===== src/rtl/huff_decoder_if.sv =====
// Beat bus for the Huffman decoder: one 12-bit command beat in, one 12-bit status word out.
interface huff_decoder_if;
   logic [11:0] io_in;
   logic [11:0] io_out;

   modport master (output io_in, input io_out);
   modport slave  (input io_in, output io_out);
endinterface


===== src/rtl/huff_decoder.sv =====
// Three-entry Huffman decoder: table load via SYM/CODE beats, bit stream via BITS beats,
// one bit popped per cycle from a small bit FIFO and matched against the code table.
//
// state | meaning
// CFG   | table incomplete (table_ok=0); BITS beats are dropped
// IDLE  | table complete, FIFO empty and no partial code held
// SHIFT | bits pending in the FIFO or a partial code in the accumulator
module huff_decoder #(
   parameter int FIFO_DEPTH = 8
) (
   input logic clk,
   input logic reset,
   huff_decoder_if.slave bus
);
   localparam int CW = $clog2(FIFO_DEPTH + 1);
   localparam logic [31:0] DEPTH_U = 32'(FIFO_DEPTH);

   typedef enum logic [1:0] {CFG, IDLE, SHIFT} state_t;

   state_t state_q, state_n;
   logic [7:0] sym_q [3];
   logic [7:0] sym_n [3];
   logic [1:0] len_q [3];
   logic [1:0] len_n [3];
   logic [2:0] val_q [3];
   logic [2:0] val_n [3];
   logic [2:0] sym_ok_q, sym_ok_n;
   logic [1:0] sptr_q, sptr_n;
   logic table_ok_q, table_ok_n;
   logic [FIFO_DEPTH-1:0] fifo_q, fifo_n;
   logic [CW-1:0] cnt_q, cnt_n, cnt_mid;
   logic [2:0] acc_q, acc_n, acc_new, mask;
   logic [1:0] acc_len_q, acc_len_n, len_new;
   logic [7:0] char_q, char_n;
   logic char_v_q, char_v_n, err_q, err_n;

   logic beat_v;
   logic [1:0] op, nbits, hit_idx;
   logic [8:0] pl;
   logic is_sym, is_code, is_bits, is_ctrl, clr_tab, clr_fifo;
   logic room, push_ok, drop, pop, hit, in_ready;
   logic unused_pl;
   int base, off, nb;

   assign beat_v    = bus.io_in[11];
   assign op        = bus.io_in[10:9];
   assign pl        = bus.io_in[8:0];
   assign nbits     = pl[8:7];
   assign unused_pl = ^pl[4:3];
   assign is_sym    = beat_v && (op == 2'b00);
   assign is_code   = beat_v && (op == 2'b01);
   assign is_bits   = beat_v && (op == 2'b10);
   assign is_ctrl   = beat_v && (op == 2'b11);
   assign clr_tab   = is_ctrl && pl[0];
   assign clr_fifo  = is_ctrl && (pl[0] || pl[1]);

   // Capacity checks use the registered count, before this cycle's pop.
   assign room     = (32'(cnt_q) + 32'(nbits)) <= DEPTH_U;
   assign in_ready = (32'(cnt_q) + 32'd3) <= DEPTH_U;
   assign push_ok  = is_bits && (nbits != 2'd0) && table_ok_q && room;
   assign drop     = is_bits && (nbits != 2'd0) && !push_ok;
   assign pop      = (state_q == SHIFT) && (cnt_q != '0) && !clr_fifo;

   assign acc_new = {acc_q[1:0], fifo_q[0]};
   assign len_new = acc_len_q + 2'd1;
   assign mask    = (len_new == 2'd1) ? 3'b001 : (len_new == 2'd2) ? 3'b011 : 3'b111;

   always_comb begin
      hit     = 1'b0;
      hit_idx = 2'd0;
      for (int i = 0; i < 3; i++) begin
         if (!hit && (len_q[i] == len_new) && (((val_q[i] ^ acc_new) & mask) == 3'b000)) begin
            hit     = 1'b1;
            hit_idx = 2'(i);
         end
      end
   end

   always_comb begin
      sym_ok_n = sym_ok_q;
      sptr_n   = sptr_q;
      for (int i = 0; i < 3; i++) begin
         sym_n[i] = sym_q[i];
         len_n[i] = len_q[i];
         val_n[i] = val_q[i];
      end
      if (is_sym) begin
         sym_n[sptr_q]    = pl[7:0];
         sym_ok_n[sptr_q] = 1'b1;
         sptr_n           = (sptr_q == 2'd2) ? 2'd0 : sptr_q + 2'd1;
      end
      if (is_code && (pl[8:7] != 2'd3)) begin
         len_n[pl[8:7]] = pl[6:5];
         val_n[pl[8:7]] = pl[2:0];
      end
      if (clr_tab) begin
         sym_ok_n = 3'b000;
         sptr_n   = 2'd0;
         for (int i = 0; i < 3; i++) begin
            sym_n[i] = 8'h00;
            len_n[i] = 2'd0;
            val_n[i] = 3'd0;
         end
      end
      table_ok_n = (&sym_ok_n) && (len_n[0] != 2'd0) && (len_n[1] != 2'd0) && (len_n[2] != 2'd0);
   end

   // New bits land directly behind whatever survives this cycle's pop.
   always_comb begin
      cnt_mid = pop ? cnt_q - CW'(1) : cnt_q;
      fifo_n  = pop ? (fifo_q >> 1) : fifo_q;
      base    = int'(cnt_mid);
      nb      = int'(nbits);
      off     = 0;
      for (int i = 0; i < FIFO_DEPTH; i++) begin
         off = i - base;
         if (push_ok && (off >= 0) && (off < nb)) begin
            case (off)
               0:       fifo_n[i] = pl[2];
               1:       fifo_n[i] = pl[1];
               default: fifo_n[i] = pl[0];
            endcase
         end
      end
      cnt_n = push_ok ? cnt_mid + CW'(nbits) : cnt_mid;
      if (clr_fifo) begin
         fifo_n = '0;
         cnt_n  = '0;
      end
   end

   always_comb begin
      acc_n     = acc_q;
      acc_len_n = acc_len_q;
      if (pop) begin
         if (hit || (len_new == 2'd3)) begin
            acc_n     = 3'd0;
            acc_len_n = 2'd0;
         end else begin
            acc_n     = acc_new;
            acc_len_n = len_new;
         end
      end
      if (clr_fifo) begin
         acc_n     = 3'd0;
         acc_len_n = 2'd0;
      end
      char_v_n = pop && hit;
      char_n   = (pop && hit) ? sym_q[hit_idx] : char_q;
      err_n    = drop || (pop && !hit && (len_new == 2'd3));
   end

   always_comb begin
      state_n = state_q;
      if (!table_ok_n) begin
         state_n = CFG;
      end else begin
         case (state_q)
            CFG:     state_n = ((cnt_n != '0) || (acc_len_n != 2'd0)) ? SHIFT : IDLE;
            IDLE:    state_n = push_ok ? SHIFT : IDLE;
            SHIFT:   state_n = ((cnt_q == '0) && (acc_len_q == 2'd0) && !push_ok) ? IDLE : SHIFT;
            default: state_n = CFG;
         endcase
      end
   end

   always_ff @(posedge clk) begin
      if (reset) begin
         state_q    <= CFG;
         sym_ok_q   <= 3'b000;
         sptr_q     <= 2'd0;
         table_ok_q <= 1'b0;
         fifo_q     <= '0;
         cnt_q      <= '0;
         acc_q      <= 3'd0;
         acc_len_q  <= 2'd0;
         char_q     <= 8'h00;
         char_v_q   <= 1'b0;
         err_q      <= 1'b0;
         for (int i = 0; i < 3; i++) begin
            sym_q[i] <= 8'h00;
            len_q[i] <= 2'd0;
            val_q[i] <= 3'd0;
         end
      end else begin
         state_q    <= state_n;
         sym_ok_q   <= sym_ok_n;
         sptr_q     <= sptr_n;
         table_ok_q <= table_ok_n;
         fifo_q     <= fifo_n;
         cnt_q      <= cnt_n;
         acc_q      <= acc_n;
         acc_len_q  <= acc_len_n;
         char_q     <= char_n;
         char_v_q   <= char_v_n;
         err_q      <= err_n;
         for (int i = 0; i < 3; i++) begin
            sym_q[i] <= sym_n[i];
            len_q[i] <= len_n[i];
            val_q[i] <= val_n[i];
         end
      end
   end

   assign bus.io_out = reset ? 12'h000 : {table_ok_q, in_ready, err_q, char_v_q, char_q};
endmodule


===== src/flat_wrapper.sv =====
// flat-port wrapper written by rule: the top's interface ports become plain ports
module huff_decoder_flat 
#(
   parameter int FIFO_DEPTH = 8
)
  (clk, reset, bus_io_in, bus_io_out);
  huff_decoder_if bus_i ();
  input logic clk;
  input logic reset;
  input wire logic [$bits(bus_i.io_in)-1:0] bus_io_in;
  output wire logic [$bits(bus_i.io_out)-1:0] bus_io_out;
  assign bus_i.io_in = bus_io_in;
  assign bus_io_out = bus_i.io_out;
  huff_decoder #(.FIFO_DEPTH(FIFO_DEPTH)) u_core (.clk(clk), .reset(reset), .bus(bus_i));
endmodule

===== config.mk =====
export PLATFORM = sky130hd
export DESIGN_NAME = huff_decoder_flat
export DESIGN_NICKNAME = d
export VERILOG_FILES = /design/src/rtl/huff_decoder_if.sv /design/src/rtl/huff_decoder.sv /design/src/flat_wrapper.sv
export SDC_FILE = /design/constraint.sdc
export NUM_CORES = 1
export LEC_CHECK = 0
export ABC_CLOCK_PERIOD_IN_PS = 6700
export CAP_MARGIN = 10
export CORE_ASPECT_RATIO = 1.2
export CORE_MARGIN = 2
export CORE_UTILIZATION = 55
export CTS_CLUSTER_DIAMETER = 80
export DETAILED_ROUTE_END_ITERATION = 8
export PLACE_DENSITY_LB_ADDON = 0.12
export SETUP_SLACK_MARGIN = 0.2
export SYNTH_ARGS = -nofsm -noshare
export SYNTH_HDL_FRONTEND = slang
export SYNTH_SLANG_ARGS = --single-unit
export TNS_END_PERCENT = 10

===== constraint.sdc =====
create_clock -name clk -period 6.7 [get_ports clk]
set_input_delay 0.67 -clock clk [delete_from_list [all_inputs] [get_ports clk]]
set_output_delay 0.67 -clock clk [all_outputs]
set_load 0.005 [all_outputs]

==> results <==
- The flow ran to the end, and the final reports show no timing, DRC or antenna violations.
- The post-synthesis instance area is 4280 µm².
- The pre-antenna-repair detailed-routing pass consisted of 4 iterations.
- The CTS tree is built.
- The normalized max-slew margin is 0.414.
- The share of the Yosys chip area taken by registers is 0.342.
- In this run the post-CTS setup repair buffer count came out at 0.
- The internal portion of the total power is 0.638 mW.
- Of the total power, the share spent switching nets is 0.265.
- The via count of the first global-routing pass came to 3,483.
- The number of hold violations in the final report is 0.
- The total power divided by cell area is 182 nW/µm².
- The first-iteration detailed-routing DRC count is 161.
- The number of antenna diodes in the final layout is 0.
- In this run the standard cell core region covers 7620 µm².
- Global routing finished with a remaining overflow of 0.
- The element type at the critical path start is an input pin.
- The power share of the combinational group is 0.065.
- Sorting the synthesized cells by area gives the leading types as sky130_fd_sc_hd__dfxtp_1, sky130_fd_sc_hd__mux2i_1, sky130_fd_sc_hd__ha_1.
- The number of buffers inserted for hold repair after clock tree synthesis is 0.
- The cell count after synthesis came out at between 400 and 500.
- The worst min-delay path category is reg2reg.
- Along the worst path, the maximum fanout reaches 13.
- The count of different cell masters after synthesis is 68.
- The remaining routing DRC violations is 0.
- During synthesis, Yosys emitted a total of 0 warnings.
- Fill cells in the final layout number 680.
- The transition time of the tightest slew-check pin is ~870 ps.
- The total leakage power is 1.95 nW.
- Setup repair after global routing left no endpoint under its margin.
- The sink count of the clock tree is 73.
- The final layout contains roughly 540 nets.
- The synthesized-area fraction occupied by ao, oa, aoi and oai cells was 0.178.
- In this run the core area contains 35 standard-cell rows.
- Synthesis produced a netlist with a net count of 530.
- The portion of synthesized area spent on multiplexers is 0.0942.
- The analysis attributes to net switching a power of ~0.23 mW.
- Max-cap violations in this run came to 0.
- Summed over all failing endpoints, the final setup total negative slack is 0 ps.
- The wire length of the first global-routing pass is 17,300 µm.
- The final critical delay including setup and external delays is around 4600 ps.
- In the synthesized netlist the dominant register cell turns out to be sky130_fd_sc_hd__dfxtp_1.
- For the worst setup path, the data required time is 7010 ps.
- Of the post-synthesis cell area, the dominant cell type holds 0.342.
- Synthesis inferred 73 register bits.
- In the final routed layout, each cell accounts on average for 17.7 µm.
- The share of final-layout standard cells stronger than drive strength 1 is 0.0675.
- Pin placement for this block handled 26 I/O pins.
- The adder-cell area share of the yosys netlist is 0.0872.
- The final-report max-slew violation count was 0.
- The number of synthesized flops with an enable pin is 0.
- The half-perimeter wire length after detailed placement is 7390 µm.
- The period utilization is 0.682.
- The longest clock path from root to sink contains 2 buffers.
- The share of total power dissipated in sequential elements is 0.506.
- Entering global routing, the biggest net connects 45 pins.
- The clock skew is 12.3 ps.
- The peak ir drop on the vdd network is just over 200 µV.
- After synthesis, the largest family of logic cells by area is simple AND/OR/NAND/NOR gates.
- The simple-gate share of the synthesized area is 0.198.
- The initial antenna violation count came to 0.
- The share of total power dissipated in the clock network is 0.428.
- A synthesized cell averages a little under 9 µm².
- Dividing the detail-routed via count by the number of cells gives 6.08.
- Of the total synthesized cell area, the portion taken by XOR and XNOR cells is 0.0503.
- The arrival time of the worst setup path is around 4900 ps.
- The critical setup path kind is in2reg.
- The final layout contains routed wiring with a total length of 10,500 µm.
- The post-layout utilization of the core is 0.625.
- The clock latency on the worst-skew pair is between 300 and 400 ps.
- Clock-pin slew was measured on the worst setup and hold paths at 90 ps.
- The post-synthesis to final-layout area growth is 11.4%.
- The number of port buffers is 25.
- The remaining number of nets flagged by the antenna check after routing is 0.
- The category of the worst setup path capture point is a flip-flop.
- The biggest area contributor in the post-synthesis netlist is sky130_fd_sc_hd__dfxtp_1.
- Across all layers, the routed design uses 3,621 vias.
- The global placement routability congestion is 0.922.
- In this run the clock root is driven by a sky130_fd_sc_hd__clkbuf_8.
- The final-report setup violation count is 0.
- The height of the die is 101 µm.
- The timing-limited maximum frequency is 0.219 GHz.
- For this run, the total global-route usage over all layers was measured as 0.258.
- In this run, CTS created clock tree buffers numbering 9.
- In this run, post-CTS repair resized a total of 0 instances.
- Measured along the x axis, the die boundary spans roughly 84 µm.
- The H-tree was split into 3 levels.
- The proportion of synthesized flip-flops having asynchronous set or reset is 0.
- The initial cell density of the core is 0.561.
- The total die area is 8500 µm².
## cell usage in the layout (no fill, tap or decap), drive strengths merged, types with 9 or more instances in the layout
cell / count
nand2b: 12
clkbuf: 9
nor2: 63
clkdlybuf4s50: 25
inv: 29
a21oi: 23
a21boi: 9
nand2: 30
nor3: 10
dfxtp: 73
nand3: 11
mux2i: 38
a311oi: 9
xor2: 9
o32ai: 9
xnor2: 12
ha: 25
## state kept, by name, indices dropped and copies added (netlist names), 2 cells and up
register and cells:
u_core.sym_q 24, u_core.val_q 9, u_core.char_q 8, u_core.fifo_q 8
u_core.len_q 6, u_core.cnt_q 4, u_core.sym_ok_q 3, u_core.acc_len_q 2
u_core.acc_q 2, u_core.sptr_q 2, u_core.state_q 2
## per-layer routing
layer / vias up / track usage / routed length, µm
li1: 1771 / - / -
met1: 1738 / 0.320 / 4730
met2: 88 / 0.440 / 5170
met4: 0 / 0.110 / 244
met5: - / 0 / 0
met3: 24 / 0.0442 / 382
## layout make-up
class / count / area, µm² / share of cell area
multi-input cells: 360 / 2600 / 0.546
flip-flops and latches: 73 / 1460 / 0.307
repair buffers: 30 / 288 / 0.0604
clock buffers: 9 / 124 / 0.0260
well taps: 92 / 115 / 0.0242
inverters: 25 / 93.8 / 0.0197
clock inverters: 7 / 83.8 / 0.0176
## path summary, 6_finish.rpt
check                                         from                  to  slack, ps  cells past startpoint
worst min register to register  u_core.sym_q[1][2]  u_core.sym_q[1][2]        470                      2
worst max register to register     u_core.cnt_q[0]   u_core.state_q[1]       2500                     13
worst max-delay path                  bus_io_in[1]   u_core.state_q[1]       2130                     12
worst min-delay path            u_core.sym_q[1][2]  u_core.sym_q[1][2]        470                      2
## power groups by stage
stage | registers (mW) | clock network [mW] | logic, mW
floorplan | 0.449 | 0 | 0.0334
global placement | 0.450 | 0 | 0.0553
detailed placement | 0.450 | 0 | 0.0558
CTS | 0.440 | 0.377 | 0.0565
global route | 0.440 | 0.395 | 0.0616
finish | 0.440 | 0.372 | 0.0569
## Yosys cell counts, types with 2 or more instances
cell type / n
sky130_fd_sc_hd__nand2b_1: 12
sky130_fd_sc_hd__a2111oi_0: 2
sky130_fd_sc_hd__nand4_1: 4
sky130_fd_sc_hd__o31ai_1: 2
sky130_fd_sc_hd__or3_1: 3
sky130_fd_sc_hd__o2111a_1: 2
sky130_fd_sc_hd__a211o_1: 2
sky130_fd_sc_hd__o221a_2: 2
sky130_fd_sc_hd__and3_1: 3
sky130_fd_sc_hd__ha_1: 25
sky130_fd_sc_hd__or3b_1: 2
sky130_fd_sc_hd__o221ai_1: 3
sky130_fd_sc_hd__or2_2: 2
sky130_fd_sc_hd__a21oi_1: 23
sky130_fd_sc_hd__a311oi_1: 9
sky130_fd_sc_hd__o21ai_1: 2
sky130_fd_sc_hd__o21a_1: 2
sky130_fd_sc_hd__inv_1: 24
sky130_fd_sc_hd__nor3b_1: 4
sky130_fd_sc_hd__or4_1: 2
sky130_fd_sc_hd__a21boi_0: 8
sky130_fd_sc_hd__o21ai_0: 6
sky130_fd_sc_hd__a221oi_1: 2
sky130_fd_sc_hd__nand2_1: 30
sky130_fd_sc_hd__nor4bb_1: 2
sky130_fd_sc_hd__buf_1: 4
sky130_fd_sc_hd__mux2i_1: 38
sky130_fd_sc_hd__fa_1: 3
sky130_fd_sc_hd__o32ai_1: 9
sky130_fd_sc_hd__xor2_1: 8
sky130_fd_sc_hd__nand3_1: 11
sky130_fd_sc_hd__a211oi_1: 6
sky130_fd_sc_hd__a31oi_1: 3
sky130_fd_sc_hd__a22oi_1: 5
sky130_fd_sc_hd__xnor2_1: 12
sky130_fd_sc_hd__nor2_1: 63
sky130_fd_sc_hd__dfxtp_1: 73
sky130_fd_sc_hd__nor2b_1: 7
sky130_fd_sc_hd__nor4_1: 2
sky130_fd_sc_hd__mux2_2: 2
sky130_fd_sc_hd__nor3_1: 9
sky130_fd_sc_hd__o211ai_1: 5
sky130_fd_sc_hd__clkbuf_1: 24
sky130_fd_sc_hd__and4_1: 2
## logic make-up (layout without fill, tap and decap cells)
kind of cell,Yosys count,count (layout)
AND/OR/NAND/NOR,166,166
adder cells (fa/ha/maj),28,28
XOR/XNOR,22,22
multiplexers,40,40
AO/OA/AOI/OAI,104,104
buffers and inverters,55,71
flip-flops,73,73
## worst max-delay path, stage by stage
cell	delay [ps]
sky130_fd_sc_hd__clkdlybuf4s50_1	840
sky130_fd_sc_hd__o2111ai_1	420
sky130_fd_sc_hd__and3_1	490
sky130_fd_sc_hd__xnor2_1	630
sky130_fd_sc_hd__ha_1	290
sky130_fd_sc_hd__inv_1	90
sky130_fd_sc_hd__fa_1	470
sky130_fd_sc_hd__inv_1	90
sky130_fd_sc_hd__o211ai_1	150
sky130_fd_sc_hd__a31o_2	310
sky130_fd_sc_hd__o211ai_1	220
sky130_fd_sc_hd__o2111a_1	210
## metrics by stage
step           instances  power, mW  setup slack [ps]  hold WS [ps]  instance area [µm²]
5_1_grt              596      0.897              1850           500                 4770
4_1_cts              596      0.873              2220           466                 4770
6_report             596      0.869              2130           466                 4770
3_5_place_dp         580      0.506              1880           453                 4560
3_3_place_gp         580      0.505              2090           443                 4560
2_1_floorplan        488      0.482              2930           437                 4280
Power figures use the tool's default switching activity.
